`src/rtl/regbank_bus_arbiter_if.sv`:
```
// Handshake and register-bank bus bundle for regbank_bus_arbiter.
// slave is the arbiter's view; master is the requester/register-bank side.
interface regbank_bus_arbiter_if #(
  parameter int NrOfRequesters = 4,
  parameter int NrOfRegs       = 8,
  parameter int NrOfBits       = 4,
  parameter int AddrBits       = 3
);
  logic [NrOfRequesters-1:0]          req;
  logic [NrOfRequesters-1:0]          req_we;
  logic [NrOfRequesters*AddrBits-1:0] req_addr;
  logic [NrOfRequesters*NrOfBits-1:0] req_wdata;
  logic [NrOfBits-1:0]                bus_q;
  logic [NrOfRequesters-1:0]          grant;
  logic                               done;
  logic                               err;
  logic [NrOfBits-1:0]                rdata;
  logic                               busy;
  logic [NrOfRegs-1:0]                reg_ce;
  logic [NrOfRegs-1:0]                reg_cs;
  logic [NrOfBits-1:0]                reg_d;

  modport slave (
    input  req, req_we, req_addr, req_wdata, bus_q,
    output grant, done, err, rdata, busy, reg_ce, reg_cs, reg_d
  );

  modport master (
    output req, req_we, req_addr, req_wdata, bus_q,
    input  grant, done, err, rdata, busy, reg_ce, reg_cs, reg_d
  );
endinterface

```
`src/rtl/regbank_bus_arbiter.sv`:
```
// Round-robin arbiter sequencing read/write transactions onto a bank of
// shared-bus tri-state registers (IDLE -> ACCESS -> DONE, Tick-gated).
module regbank_bus_arbiter #(
  parameter int NrOfRequesters = 4,
  parameter int NrOfRegs       = 8,
  parameter int NrOfBits       = 4,
  parameter int AddrBits       = 3
) (
  input logic                   Clock,
  input logic                   Reset,
  input logic                   Tick,
  regbank_bus_arbiter_if.slave  bif
);

  localparam int IdxW = (NrOfRequesters > 1) ? $clog2(NrOfRequesters) : 1;
  localparam logic [AddrBits:0] RegsLim = (AddrBits+1)'(NrOfRegs);

  typedef enum logic [1:0] {IDLE, ACCESS, DONE} state_e;

  state_e                    state_q, state_d;
  logic [IdxW-1:0]           rr_ptr_q, rr_ptr_d;
  logic                      we_q, we_d;
  logic [AddrBits-1:0]       addr_q, addr_d;
  logic [NrOfRequesters-1:0] grant_q, grant_d;
  logic                      done_q, done_d;
  logic                      err_q, err_d;
  logic [NrOfBits-1:0]       rdata_q, rdata_d;
  logic                      busy_q, busy_d;
  logic [NrOfRegs-1:0]       reg_ce_q, reg_ce_d;
  logic [NrOfRegs-1:0]       reg_cs_q, reg_cs_d;
  logic [NrOfBits-1:0]       reg_d_q, reg_d_d;

  logic                      found;
  logic [IdxW-1:0]           win;
  logic [IdxW-1:0]           idx;
  logic [AddrBits-1:0]       new_addr;
  logic [NrOfBits-1:0]       new_wdata;
  logic                      new_we;
  logic                      new_valid;
  logic                      addr_valid;

  function automatic logic [NrOfRegs-1:0] decode(input logic [AddrBits-1:0] a);
    logic [NrOfRegs-1:0] oh;
    oh = '0;
    for (int unsigned r = 0; r < NrOfRegs; r++) begin
      if (a == AddrBits'(r)) oh[r] = 1'b1;
    end
    return oh;
  endfunction

  // Round-robin search starts one past the last winner and wraps.
  always_comb begin
    found = 1'b0;
    win   = '0;
    idx   = '0;
    for (int unsigned k = 1; k <= NrOfRequesters; k++) begin
      idx = IdxW'((32'(rr_ptr_q) + k) % 32'(NrOfRequesters));
      if (!found && bif.req[idx]) begin
        found = 1'b1;
        win   = idx;
      end
    end
    new_addr   = bif.req_addr[win*AddrBits +: AddrBits];
    new_wdata  = bif.req_wdata[win*NrOfBits +: NrOfBits];
    new_we     = bif.req_we[win];
    new_valid  = ({1'b0, new_addr} < RegsLim);
    addr_valid = ({1'b0, addr_q} < RegsLim);
  end

  // Strobes are registered on entry to ACCESS, so they are glitch-free and
  // still drop immediately on the asynchronous reset.
  always_comb begin
    state_d  = state_q;
    rr_ptr_d = rr_ptr_q;
    we_d     = we_q;
    addr_d   = addr_q;
    grant_d  = grant_q;
    done_d   = done_q;
    err_d    = err_q;
    rdata_d  = rdata_q;
    busy_d   = busy_q;
    reg_ce_d = reg_ce_q;
    reg_cs_d = reg_cs_q;
    reg_d_d  = reg_d_q;
    if (Tick) begin
      case (state_q)
        IDLE: begin
          if (found) begin
            state_d      = ACCESS;
            rr_ptr_d     = win;
            we_d         = new_we;
            addr_d       = new_addr;
            grant_d      = '0;
            grant_d[win] = 1'b1;
            busy_d       = 1'b1;
            if (new_valid) begin
              if (new_we) begin
                reg_ce_d = decode(new_addr);
                reg_d_d  = new_wdata;
              end else begin
                reg_cs_d = ~decode(new_addr);
              end
            end
          end
        end
        ACCESS: begin
          state_d  = DONE;
          reg_ce_d = '0;
          reg_cs_d = '1;
          done_d   = 1'b1;
          err_d    = !addr_valid;
          if (!addr_valid)  rdata_d = '0;
          else if (!we_q)   rdata_d = bif.bus_q;
        end
        DONE: begin
          state_d = IDLE;
          grant_d = '0;
          done_d  = 1'b0;
          err_d   = 1'b0;
          busy_d  = 1'b0;
        end
        default: state_d = IDLE;
      endcase
    end
  end

  always_ff @(posedge Clock or posedge Reset) begin
    if (Reset) begin
      state_q  <= IDLE;
      rr_ptr_q <= IdxW'(NrOfRequesters - 1);
      we_q     <= 1'b0;
      addr_q   <= '0;
      grant_q  <= '0;
      done_q   <= 1'b0;
      err_q    <= 1'b0;
      rdata_q  <= '0;
      busy_q   <= 1'b0;
      reg_ce_q <= '0;
      reg_cs_q <= '1;
      reg_d_q  <= '0;
    end else begin
      state_q  <= state_d;
      rr_ptr_q <= rr_ptr_d;
      we_q     <= we_d;
      addr_q   <= addr_d;
      grant_q  <= grant_d;
      done_q   <= done_d;
      err_q    <= err_d;
      rdata_q  <= rdata_d;
      busy_q   <= busy_d;
      reg_ce_q <= reg_ce_d;
      reg_cs_q <= reg_cs_d;
      reg_d_q  <= reg_d_d;
    end
  end

  assign bif.grant  = grant_q;
  assign bif.done   = done_q;
  assign bif.err    = err_q;
  assign bif.rdata  = rdata_q;
  assign bif.busy   = busy_q;
  assign bif.reg_ce = reg_ce_q;
  assign bif.reg_cs = reg_cs_q;
  assign bif.reg_d  = reg_d_q;

endmodule

```
`src/flat_wrapper.sv`:
```
// flat-port wrapper written by rule: the top's interface ports become plain ports
module regbank_bus_arbiter_flat 
#(
  parameter int NrOfRequesters = 4,
  parameter int NrOfRegs       = 8,
  parameter int NrOfBits       = 4,
  parameter int AddrBits       = 3
)
  (Clock, Reset, Tick, bif_req, bif_req_we, bif_req_addr, bif_req_wdata, bif_bus_q, bif_grant, bif_done, bif_err, bif_rdata, bif_busy, bif_reg_ce, bif_reg_cs, bif_reg_d);
  regbank_bus_arbiter_if #(.NrOfRequesters(NrOfRequesters), .NrOfRegs(NrOfRegs), .NrOfBits(NrOfBits), .AddrBits(AddrBits)) bif_i ();
  input logic Clock;
  input logic Reset;
  input logic Tick;
  input wire logic [$bits(bif_i.req)-1:0] bif_req;
  input wire logic [$bits(bif_i.req_we)-1:0] bif_req_we;
  input wire logic [$bits(bif_i.req_addr)-1:0] bif_req_addr;
  input wire logic [$bits(bif_i.req_wdata)-1:0] bif_req_wdata;
  input wire logic [$bits(bif_i.bus_q)-1:0] bif_bus_q;
  output wire logic [$bits(bif_i.grant)-1:0] bif_grant;
  output wire logic [$bits(bif_i.done)-1:0] bif_done;
  output wire logic [$bits(bif_i.err)-1:0] bif_err;
  output wire logic [$bits(bif_i.rdata)-1:0] bif_rdata;
  output wire logic [$bits(bif_i.busy)-1:0] bif_busy;
  output wire logic [$bits(bif_i.reg_ce)-1:0] bif_reg_ce;
  output wire logic [$bits(bif_i.reg_cs)-1:0] bif_reg_cs;
  output wire logic [$bits(bif_i.reg_d)-1:0] bif_reg_d;
  assign bif_i.req = bif_req;
  assign bif_i.req_we = bif_req_we;
  assign bif_i.req_addr = bif_req_addr;
  assign bif_i.req_wdata = bif_req_wdata;
  assign bif_i.bus_q = bif_bus_q;
  assign bif_grant = bif_i.grant;
  assign bif_done = bif_i.done;
  assign bif_err = bif_i.err;
  assign bif_rdata = bif_i.rdata;
  assign bif_busy = bif_i.busy;
  assign bif_reg_ce = bif_i.reg_ce;
  assign bif_reg_cs = bif_i.reg_cs;
  assign bif_reg_d = bif_i.reg_d;
  regbank_bus_arbiter #(.NrOfRequesters(NrOfRequesters), .NrOfRegs(NrOfRegs), .NrOfBits(NrOfBits), .AddrBits(AddrBits)) u_core (.Clock(Clock), .Reset(Reset), .Tick(Tick), .bif(bif_i));
endmodule
```
`config.mk`:
```
export PLATFORM = sky130hd
export DESIGN_NAME = regbank_bus_arbiter_flat
export DESIGN_NICKNAME = d
export VERILOG_FILES = /design/src/rtl/regbank_bus_arbiter_if.sv /design/src/rtl/regbank_bus_arbiter.sv /design/src/flat_wrapper.sv
export SDC_FILE = /design/constraint.sdc
export NUM_CORES = 1
export LEC_CHECK = 0
export ABC_AREA = 1
export BUFFER_PORTS_ARGS = -buffer_cell sky130_fd_sc_hd__buf_2
export CORE_MARGIN = 4
export CORE_UTILIZATION = 50
export CTS_BUF_LIST = sky130_fd_sc_hd__clkbuf_4 sky130_fd_sc_hd__clkbuf_8 sky130_fd_sc_hd__clkbuf_16
export CTS_CLUSTER_DIAMETER = 120
export DETAILED_ROUTE_END_ITERATION = 7
export HOLD_SLACK_MARGIN = 0.12
export MAX_ROUTING_LAYER = met4
export PLACE_DENSITY = 0.74
export SETUP_SLACK_MARGIN = 0.02
export SYNTH_ARGS = -nofsm -noshare
export SYNTH_HDL_FRONTEND = slang
export SYNTH_SLANG_ARGS = --single-unit
export TNS_END_PERCENT = 50
```
`constraint.sdc`:
```
create_clock -name Clock -period 3 [get_ports Clock]
set_input_delay 0.3 -clock Clock [delete_from_list [all_inputs] [get_ports Clock]]
set_output_delay 0.3 -clock Clock [all_outputs]
set_load 0.05 [all_outputs]
```
# Word level (Yosys, flattened, before mapping)
# Cells that the tools add are included.
dict set report op_classes {
  add_sub_neg 4
  n_mul 1
  n_lt_le_gt_ge 6
  eq_ne 12
  shift 2
  mux 73
  bitwise_logic 2
  reduce_logical 20
}
# cell count
set op_table {}
lappend op_table {{$mux 1} 51}
lappend op_table {{$mux 8} 4}
lappend op_table {{$pmux 8 s2} 2}
lappend op_table {{$shiftx 16x5->4} 1}
lappend op_table {{$lt 2x3->1 const B} 5}
lappend op_table {{$eq 3x3->1 const B} 4}
lappend op_table {{$reduce_and 4->1} 3}
lappend op_table {{$shiftx 12x5->3} 1}
lappend op_table {{$bmux 1 s2} 5}
lappend op_table {{$mux 2} 5}
lappend op_table {{$reduce_and 3->1} 3}
lappend op_table {{$not 8->8} 1}
lappend op_table {{$pmux 4 s2} 1}
lappend op_table {{$eq 3x2->1 const B} 2}
lappend op_table {{$reduce_bool 2->1} 3}
lappend op_table {{$add 2x1->2 const B} 2}
lappend op_table {{$add 2x2->2 const B} 2}
lappend op_table {{$logic_and 1x1->1} 4}
lappend op_table {{$mul 2x2->4 const B} 1}
lappend op_table {{$mux 4} 1}
lappend op_table {{$ne 2x1->1 const B} 2}
lappend op_table {{$pmux 1 s2} 2}
lappend op_table {{$pmux 2 s2} 1}
lappend op_table {{$reduce_and 2->1} 2}
lappend op_table {{10 further kinds} 12}
dict set report word_totals {
  reg_bits 35
  input_bits 43
  output_inout_bits 31
  word_cells 130
}

# Longest topological paths before layout
# Gate-level depths: netlist (run 1).
dict set report logic_depth {
  word_depth 25
  depth_mapped 17
  ltp_nobuf 17
}

# Worst setup path before layout (run 1)
# Ideal clock, no wire load.
dict set report synth_path {
  path_type {register to register}
  from {register u_core.rr_ptr_q[0]}
  to {register u_core.reg_d_q[1], in the netlist u_core.bif.reg_d[1]}
  setup_ps 123
  arrival_ps 1935
  t_required_ps 2877
  path_slack_ps 942
  path_stages_with_launch 17
  path_buffers 1
  period_less_slack_ps 2058
  path_cell_list {dfstp_2 -> buf_4 -> nand2_1 -> nand3_1 -> nand2_1 -> nor2_8 -> nand3_4 -> inv_4 -> nand2_1 -> nand2_2 -> inv_2 -> nand2_2 -> inv_2 -> nand2_4 -> inv_2 -> o21ai_0 -> nand2_1}
}
dict set report synth_via {
  elab_chain_len 16
  elab_cells_between_ends 30
  cone_classes {4 x add/sub; 1 x shift; 18 x mux; 7 x reduce/logical}
}
# item line
set synth_rtl {}
lappend synth_rtl {{from (decl)} regbank_bus_arbiter.sv:21} ;# logic [IdxW-1:0] rr_ptr_q, rr_ptr_d;
lappend synth_rtl {{from (signal assigned)} regbank_bus_arbiter.sv:130} ;# rr_ptr_q <= IdxW'(NrOfRequesters - 1);
lappend synth_rtl {{from (signal assigned)} regbank_bus_arbiter.sv:143} ;# rr_ptr_q <= rr_ptr_d;
lappend synth_rtl {{$add 2x1->2} regbank_bus_arbiter.sv:57} ;# idx = IdxW'((32'(rr_ptr_q) + k) % 32'(NrOfRequesters));
lappend synth_rtl {{$bmux 1 s2} regbank_bus_arbiter.sv:58} ;# if (!found && bif.req[idx]) begin
lappend synth_rtl {{$mux 1 (not written as such)} regbank_bus_arbiter.sv:58}
lappend synth_rtl {{$mux 1} regbank_bus_arbiter.sv:58}
lappend synth_rtl {{$logic_not 1->1} regbank_bus_arbiter.sv:58}
lappend synth_rtl {{$logic_and 1x1->1} regbank_bus_arbiter.sv:58}
lappend synth_rtl {{$mux 1} regbank_bus_arbiter.sv:58}
lappend synth_rtl {{$logic_not 1->1} regbank_bus_arbiter.sv:58}
lappend synth_rtl {{$logic_and 1x1->1} regbank_bus_arbiter.sv:58}
lappend synth_rtl {{$mux 1} regbank_bus_arbiter.sv:58}
lappend synth_rtl {{$logic_not 1->1} regbank_bus_arbiter.sv:58}
lappend synth_rtl {{$logic_and 1x1->1} regbank_bus_arbiter.sv:58}
lappend synth_rtl {{$mux 2} regbank_bus_arbiter.sv:58}
lappend synth_rtl {{$bmux 1 s2} regbank_bus_arbiter.sv:65} ;# new_we = bif.req_we[win];
lappend synth_rtl {{$mux 1 (not written as such)} regbank_bus_arbiter.sv:65}
lappend synth_rtl {{$reduce_and 4->1 (no line)} -}
lappend synth_rtl {{to (signal assigned)} regbank_bus_arbiter.sv:153} ;# reg_d_q <= reg_d_d;
lappend synth_rtl {{to (decl)} regbank_bus_arbiter.sv:31} ;# logic [NrOfBits-1:0] reg_d_q, reg_d_d;
# Several ways; a longest one is shown, not always the timed one. The select of a mux whose other input is x is not followed.
# A chain may end at the register's enable or synchronous reset.

# Worst setup path after layout (run 1)
dict set report layout_path {
  from {register u_core.rr_ptr_q[0]}
  to {register u_core.reg_ce_q[0], in the netlist u_core.bif.reg_ce[0]}
}
dict set report layout_via {
  elab_chain_len 20
  elab_cells_between_ends 38
  cone_classes {4 x add/sub; 1 x mul; 2 x eq/ne; 1 x shift; 22 x mux; 8 x reduce/logical}
}
# item line
set layout_rtl {}
lappend layout_rtl {{$add 2x1->2} regbank_bus_arbiter.sv:57}
lappend layout_rtl {{$bmux 1 s2} regbank_bus_arbiter.sv:58}
lappend layout_rtl {{$mux 1 (not written as such)} regbank_bus_arbiter.sv:58}
lappend layout_rtl {{$mux 1} regbank_bus_arbiter.sv:58}
lappend layout_rtl {{$logic_not 1->1} regbank_bus_arbiter.sv:58}
lappend layout_rtl {{$logic_and 1x1->1} regbank_bus_arbiter.sv:58}
lappend layout_rtl {{$mux 1} regbank_bus_arbiter.sv:58}
lappend layout_rtl {{$logic_not 1->1} regbank_bus_arbiter.sv:58}
lappend layout_rtl {{[4 not listed]} -}
lappend layout_rtl {{$mux 2} regbank_bus_arbiter.sv:58}
lappend layout_rtl {{$mul 2x2->4} regbank_bus_arbiter.sv:63} ;# new_addr = bif.req_addr[win*AddrBits +: AddrBits];
lappend layout_rtl {{$shiftx 12x5->3} regbank_bus_arbiter.sv:63}
lappend layout_rtl {{$logic_not 3->1} regbank_bus_arbiter.sv:46} ;# if (a == AddrBits'(r)) oh[r] = 1'b1;
lappend layout_rtl {{$mux 1} regbank_bus_arbiter.sv:46}
lappend layout_rtl {{$mux 8} regbank_bus_arbiter.sv:97} ;# if (new_we) begin
lappend layout_rtl {{$mux 8} regbank_bus_arbiter.sv:88} ;# if (found) begin
lappend layout_rtl {{$pmux 8 s2} regbank_bus_arbiter.sv:86} ;# case (state_q)
lappend layout_rtl {{to (signal assigned)} regbank_bus_arbiter.sv:151} ;# reg_ce_q <= reg_ce_d;
lappend layout_rtl {{to (decl)} regbank_bus_arbiter.sv:29} ;# logic [NrOfRegs-1:0] reg_ce_q, reg_ce_d;
# Several ways; a longest one is shown, not always the timed one. The select of a mux whose other input is x is not followed.

==> results of run 1 <==
## synthesized netlist by cell type (all sizes together)
cell	instances	area share, %
a21oi	8	2.0
a31oi	1	0.25
buf	7	2.6
conb	1	0.15
dfrtp	25	25
dfstp	10	10
ha	4	2.0
inv	43	6.5
mux2	4	1.8
nand2	166	29
nand3	35	10
nand4	9	2.2
nor2	17	4.1
o21ai	12	2.7
o22ai	4	1.0
## area by class of cell
type / count / area share [%]
multi-input cells: 261 / 46.3
inverters: 43 / 5.44
flip-flops and latches: 35 / 29.5
clock inverters: 1 / 0.249
repair buffers: 74 / 12.5
clock buffers: 7 / 3.20
well taps: 67 / 2.78
## worst max-delay path: cells and delay by family, from the launching register on
family        cells  cell delay, ns
simple gates     13            1.50
flops             1            0.66
buf+inv           3            0.36
## logic make-up (layout without fill, tap and decap cells)
kind of cell / after synthesis / after routing / share of synthesized area [%]
adder cells (fa/ha/maj): 4 / 4 / 1.99
flip-flops: 35 / 35 / 35.4
buffers and inverters: 50 / 125 / 9.11
multiplexers: 4 / 4 / 1.79
AND/OR/NAND/NOR: 227 / 227 / 45.6
AO/OA/AOI/OAI: 25 / 25 / 5.98
other: 1 / 1 / 0.149
## layer usage
metal / wire length, um / global-route usage [%]
met1: 2630 / 25.8
met2: 2930 / 36.3
met3: 282 / 3.17
met4: 107 / 6.70
met5: 0 / -
## worst paths after layout
kind                                        endpoint  slack (ns)                 start  cells after the start
worst max-delay path            u_core.bif.reg_ce[0]        0.40    u_core.rr_ptr_q[0]                     16
worst min-delay path             u_core.bif.rdata[0]        0.25          bif_bus_q[0]                      2
worst max register to register  u_core.bif.reg_ce[0]        0.40    u_core.rr_ptr_q[0]                     16
worst min register to register  u_core.bif.reg_cs[0]        0.47  u_core.bif.reg_cs[0]                      2
max in group asynchronous       u_core.bif.reg_cs[4]        2.02                 Reset                      4
min in group asynchronous       u_core.bif.reg_ce[6]        0.65                 Reset                      4
## layout by cell type, fill, tap and decap left out, types with 9 or more instances in the layout
cell / Yosys / final
nand3_1: 24 / 24
inv_2: 11 / 11
dfrtp_1: 25 / 25
nand2_2: 20 / 20
buf_2: 1 / 72
nor2_1: 14 / 14
nand4_1: 9 / 9
inv_1: 31 / 31
dfstp_2: 10 / 10
nand2_1: 138 / 138
## state kept, by name, summed over array words and instances (netlist names)
name               count
u_core.bif.busy        1
u_core.bif.done        1
u_core.bif.grant       4
u_core.bif.rdata       4
u_core.bif.reg_ce      8
u_core.bif.reg_cs      8
u_core.bif.reg_d       4
u_core.rr_ptr_q        2
u_core.state_q         2
u_core.we_q            1
## metrics by stage
step	area (um2)	cells	util [%]	setup WS [ns]	hold slack [ns]
finish	3010	488	63.0	0.401	0.248
global route	3010	488	63.0	0.153	0.241
CTS	3010	488	63.0	0.438	0.244
detailed placement	2900	479	60.6	0.457	0.417
global placement	2900	479	60.6	0.527	0.412
floorplan	2510	346	-	0.942	0.407
## what timing repair did
action | in CTS | in global routing
setup endpoints to repair | 0 | 0
hold buffers | 1 | 0
endpoints found under the hold margin | 25 | 0
==> flow_summary.toml, run 1 <==
[run_status]
status = "finished clean"

[cts]
htree_levels = 2
cts_inserted_buffers = 5
clk_latency_ns = 0.28
post_cts_buffers = 0
cts_tree = "built"
post_cts_resized = 0
path_clk_slew_ns = 0.07
cts_sinks = 35
cts_root_buf = "clkbuf_8"
ctsLongestPathBuffers = 2

[sta]
slew_violations = 0
rsz0062_at_grt = "false"
skew_ns = 0.00565
max_freq_mhz = 385
tns_ns = 0
setup_viol = 0
min_period_ns = 2.60
min_period_over_period_pct = 86.6
hold_violations = 0

[floorplanning]
die_area_mm2 = 0.00622
start_util_pct = 52.5
die_w_um = 78.9
die_y_um = 78.9
num_io_pins = 74
core-area_mm2 = 0.00479
num_rows = 25

[routing]
drt.antenna.violating_nets = 0
wirelength_um = 5950
dr.pass1.iters = 4
vias = 2396
drc_errors = 0
drt_iter0_drc = 107
viasPerCell = 4.91
wl_per_cell_um = 12.2

[place]
io_buffers = 72
dp_hpwl_um = 4680
gp_congestion = 0.829

[job]
drv_cap = 0

[logic_synthesis]
synth.avg_cell_area_um2 = 7.26
syn_area_mm2 = 0.00251
synth.ff_latch_count = 35
syn_nets = 393
synth-warning-count = 0
synth_seq_area_share_pct = 35.4
yosys.cell_types.count = 29
syn_inst = 346

[cells_and_area]
drive_gt1_share_pct = 36.1
nFillCells = 452
nNetsFinal = 467
multi_input_area_mm2 = 0.00140
regArea_um2 = 888
syn_to_final_growth_pct = 19.9
diodes = 0

[global_routing]
grt_usage_pct = 21.2
first_global_vias = 2395
grt_start_max_net_pins = 36
antenna_found_initial = 0
grt_pass1_wl_um = 10400
grt.overflow.total = 0

[critical_path]
cp-start-kind = "flip-flop"
cp_slowest_cell = "dfstp_2"
cp_common_cell = "nand2_1"
required_ns = 3.22
criticalPathCategory = "reg2reg"
crit_chain = "inv_2, nand2_1, nand2_1, nand2_2, nand2_4, inv_2, nand2_2, nand2_4, nand3_4, nand2_1, nand3_1, nand3_1, nand2_4, inv_2, nand2_1, nand2_1"
worstPathMaxFanout = 27
arrival_ns = 2.82
end_kind = "flip-flop"
slowest_delay_ns = 0.66

[hold_path]
hold_path.class = "in2reg"
Power of run 1 is left out: the tool's default activity adds up to more than one toggle a clock period on the data nets, which glitch-free logic cannot reach.
==> run 2: changes to the inputs <==
- CELL_PAD_IN_SITES_DETAIL_PLACEMENT: not set -> 0
- CELL_PAD_IN_SITES_GLOBAL_PLACEMENT: not set -> 1
- CORE_UTILIZATION: 50 -> 41
- CTS_BUF_LIST: sky130_fd_sc_hd__clkbuf_4 sky130_fd_sc_hd__clkbuf_8 sky130_fd_sc_hd__clkbuf_16 -> sky130_fd_sc_hd__clkbuf_8
- PLACE_DENSITY: 0.74 -> 0.84
==> run 2 against run 1 <==
Compared with the run above: core utilization shrank 12 points; final cell count grew 1.6%; routed wire length grew 0.96%; clock skew shrank 0.00063 ns; maximum frequency is essentially flat; critical path depth is the same; die area grew 20%; cell area is essentially flat; via count shrank 2.3%; register-to-register slack is essentially flat; non-clock buffer count is the same; first-iteration DRC count grew 13%.
==> flow_summary.toml, run 2 (synthesis results as in run 1) <==
[run_status]
status = "finished clean"

[global_routing]
grt_util_met2_pct = 28.5
top_usage_layer = "met2"
use_met1_pct = 22.5
antenna_found_initial = 0
grt_start_max_net_pins = 36
globalRouteMet3Util_pct = 3.52
grt_usage_pct = 17.6
first_global_vias = 2246
grt_pass1_wl_um = 10300
grt.overflow.total = 0

[cells_and_area]
nNetsFinal = 467
diodes = 0
final_common_cell = "nand2_1"
final_cells = 496
post-route-cell-area_mm2 = 0.00301
drive_gt1_share_pct = 35.9
nFillCells = 609
syn_to_final_growth_pct = 20.0
final_cell_mix = "nand2_1, buf_2, inv_1, dfrtp_1, nand3_1"

[critical_path]
cp-start-kind = "flip-flop"
crit_chain = "inv_2, nand2_1, nand2_1, nand2_1, nand2_2, nand2_4, nand2_2, nand2_4, nand3_4, nand2_1, nand3_1, nand3_1, nand2_4, inv_2, nand2_1, nand2_1"
slowest_delay_ns = 0.66
cp_common_cell = "nand2_1"
reg2reg_from = "u_core.rr_ptr_q[0]"
cp_slowest_cell = "dfstp_2"
end_kind = "flip-flop"
endpoint = "u_core.bif.reg_ce[3]"
worstPathMaxFanout = 27
r2r-end = "u_core.bif.reg_ce[3]"
r2r_cells = 16
required_ns = 3.23
r2r_slack_ns = 0.40
criticalPathCategory = "reg2reg"
arrival_ns = 2.83
crit_start = "u_core.rr_ptr_q[0]"

[floorplanning]
start_util_pct = 42.4
die_area_mm2 = 0.00744
core-area_mm2 = 0.00592
die_y_um = 86.3
num_io_pins = 74
die_w_um = 86.3
num_rows = 28

[cts]
cts_root_buf = "clkbuf_8"
cts_tree = "built"
post_cts_resized = 0
ctsLongestPathBuffers = 2
cts_sinks = 35
cts_inserted_buffers = 5
path_clk_slew_ns = 0.08
htree_levels = 2
clk_latency_ns = 0.29

[sta]
skew_ns = 0.00502
min_period_ns = 2.60
setup_ws_ns = 0.401
hold_violations = 0
max_freq_mhz = 385
tns_ns = 0
setup_viol = 0
rsz0062_at_grt = "false"
slew_violations = 0
min_period_over_period_pct = 86.6

[routing]
wl_per_cell_um = 12.1
wirelength_um = 6010
dr.pass1.iters = 4
vias = 2342
drt.antenna.violating_nets = 0
drc_errors = 0
viasPerCell = 4.72
drt_iter0_drc = 121

[place]
placed_cells_incl_taps = 487
dp_hpwl_um = 4790
gp_congestion = 0.815
io_buffers = 72
pre_cts_ws_ns = 0.411
post_dp_cell_area_mm2 = 0.00291

[job]
drv_cap = 0

[hold_path]
hold_path.class = "in2reg"
## run 2: stage by stage
| step | hold WS (ns) | util, % |
|---|---|---|
| 6_report | 0.239 | 50.9 |
| 3_5_place_dp | 0.422 | 49.1 |
| 3_3_place_gp | 0.418 | 49.1 |
| 4_1_cts | 0.237 | 50.9 |
| 2_1_floorplan | 0.407 | - |
| 5_1_grt | 0.247 | 50.9 |
## run 2: layer usage
layer | wire length (um) | up-vias
li1 | - | 1238
met1 | 2710 | 1059
met2 | 2950 | 39
met3 | 298 | 6
met4 | 60 | 0
met5 | 0 | -
## run 2: final cells by class
| type | instances | area (um2) | area share [%] |
|---|---|---|---|
| Clock buffer | 6 | 82.6 | 2.74 |
| Clock inverter | 2 | 12.5 | 0.415 |
| Inverter | 43 | 164 | 5.44 |
| Multi-Input combinational cell | 261 | 1400 | 46.3 |
| Sequential cell | 35 | 888 | 29.5 |
| Tap cell | 75 | 93.8 | 3.11 |
| Timing Repair Buffer | 74 | 378 | 12.5 |
## run 2: worst min path at each step
| stage | from | depth (start not counted) | end |
|---|---|---|---|
| 2_1_floorplan | Tick | 1 | u_core.bif.done |
| 3_3_place_gp | Reset | 3 | u_core.bif.reg_ce[4] |
| 3_5_place_dp | Reset | 3 | u_core.bif.reg_ce[4] |
| 4_1_cts | bif_bus_q[1] | 2 | u_core.bif.rdata[1] |
| 5_1_grt | bif_bus_q[1] | 2 | u_core.bif.rdata[1] |
| 6_report | bif_bus_q[2] | 2 | u_core.bif.rdata[2] |
## run 2: what timing repair did
action	4_1_cts	5_1_grt
hold endpoints to repair	22	0
hold buffers	1	0
setup buffers	0	0
## run 2: worst max-delay path, delay by kind of cell, from the launching register on
family	cells	cell delay, ns
DFF	1	0.66
buffers and inverters	2	0.26
and+or+nand+nor	14	1.62
Power of run 2 is left out for the same reason.
==> run 3: changes to the inputs <==
- MAX_ROUTING_LAYER: met4 -> not set
==> run 3 against run 2 <==
Compared with the run above: non-clock buffer count is the same; critical endpoint unchanged; critical path type unchanged; die area is the same; sequential share of layout area is the same.
==> flow_summary.toml, run 3 (synthesis results as in run 1) <==
[run_status]
status = "finished clean"

[routing]
viasPerCell = 4.75
dr.pass1.iters = 4
drt.antenna.violating_nets = 0
drt_iter0_drc = 96
wl_per_cell_um = 12.2
drc_errors = 0
wirelength_um = 6040
vias = 2357

[sta]
setup_viol = 0
min_period_over_period_pct = 87.0
tns_ns = 0
min_period_ns = 2.61
skew_ns = 0.00614
hold_violations = 0
slew_violations = 0
rsz0062_at_grt = "false"
max_freq_mhz = 383
setup_ws_ns = 0.389

[critical_path]
required_ns = 3.23
cp-start-kind = "flip-flop"
slowest_delay_ns = 0.66
criticalPathCategory = "reg2reg"
cp_slowest_cell = "dfstp_2"
cpLargestDelayFamily = "simple AND/OR/NAND/NOR gates"
cp_common_cell = "nand2_1"
cp_num_buf_inv = 2
worstPathMaxFanout = 27
end_kind = "flip-flop"
arrival_ns = 2.84
r2r_slack_ns = 0.39
crit_chain = "inv_2, nand2_1, nand2_1, nand2_1, nand2_2, nand2_4, nand2_2, nand2_4, nand3_4, nand2_1, nand3_1, nand3_1, nand2_4, inv_2, nand2_1, nand2_1"

[cts]
ctsLongestPathBuffers = 2
cts_sinks = 35
cts_inserted_buffers = 5
cts_tree = "built"
cts_root_buf = "clkbuf_8"
clk_latency_ns = 0.28
htree_levels = 2
post_cts_resized = 0
path_clk_slew_ns = 0.08

[global_routing]
first_global_vias = 2245
antenna_found_initial = 0
grt.overflow.total = 0
grt_start_max_net_pins = 36
grt_pass1_wl_um = 10300
grt_usage_pct = 17.0

[cells_and_area]
final_cell_mix = "nand2_1, buf_2, inv_1, dfrtp_1, nand3_1"
diodes = 0
syn_to_final_growth_pct = 20.0
postLayoutCoreUtil_pct = 50.9
nNetsFinal = 467
final_common_cell = "nand2_1"
nFillCells = 609
post-route-cell-area_mm2 = 0.00301
drive_gt1_share_pct = 35.9

[floorplanning]
die_area_mm2 = 0.00744
start_util_pct = 42.4
die_y_um = 86.3
core-area_mm2 = 0.00592
num_rows = 28
die_w_um = 86.3
num_io_pins = 74

[place]
pre_cts_ws_ns = 0.411
dp_hpwl_um = 4790
gp_congestion = 0.803
post_dp_cell_area_mm2 = 0.00291
io_buffers = 72

[job]
drv_cap = 0

[hold_path]
hold_path.class = "in2reg"
[run 3: cell counts in the layout (fill, tap and decap cells not counted)]
Identical to the previous run, type by type.
[run 3: final timing paths]
kind,start,end,cells past startpoint
max reg2reg,u_core.rr_ptr_q[0],u_core.bif.reg_ce[3],16
min reg2reg,u_core.bif.reg_cs[4],u_core.bif.reg_cs[4],2
min,bif_bus_q[3],u_core.bif.rdata[3],2
max,u_core.rr_ptr_q[0],u_core.bif.reg_ce[3],16
max in group asynchronous,Reset,u_core.rr_ptr_q[1],4
min in group asynchronous,Reset,u_core.bif.reg_ce[4],4
[run 3: repair_timing]
action                                  CTS  global route
endpoints found under the setup margin    0             0
hold buffers                              1             0
hold endpoints to repair                 22             0
setup buffers                             0             0
[run 3: layout make-up]
| cell class | count | area [um2] | area share (%) |
|---|---|---|---|
| Clock buffer | 6 | 82.6 | 2.74 |
| Clock inverter | 2 | 12.5 | 0.415 |
| Inverter | 43 | 164 | 5.44 |
| Multi-Input combinational cell | 261 | 1400 | 46.3 |
| Sequential cell | 35 | 888 | 29.5 |
| Tap cell | 75 | 93.8 | 3.11 |
| Timing Repair Buffer | 74 | 378 | 12.5 |
[run 3: through the flow]
stage	hold slack, ns	std cells
floorplan	0.407	346
global placement	0.418	487
detailed placement	0.422	487
CTS	0.237	496
global route	0.249	496
finish	0.242	496
[run 3: worst reg2reg max path: stages (launching register included)]
cell and delay, ns:
dfstp_2 0.66, inv_2 0.13, nand2_1 0.08, nand2_1 0.08, nand2_1 0.11, nand2_2 0.10, nand2_4 0.08, nand2_2 0.06
nand2_4 0.13, nand3_4 0.31, nand2_1 0.17, nand3_1 0.12, nand3_1 0.16, nand2_4 0.11, inv_2 0.14, nand2_1 0.07
nand2_1 0.05
[run 3: per-layer routing]
| layer | GRT usage (%) | part of all wire, % |
|---|---|---|
| met5 | 0 | 0 |
| met4 | 4.25 | 0.48 |
| met3 | 4.09 | 5.3 |
| met2 | 28.3 | 49 |
| met1 | 22.3 | 45 |
Power of run 3 is left out for the same reason.
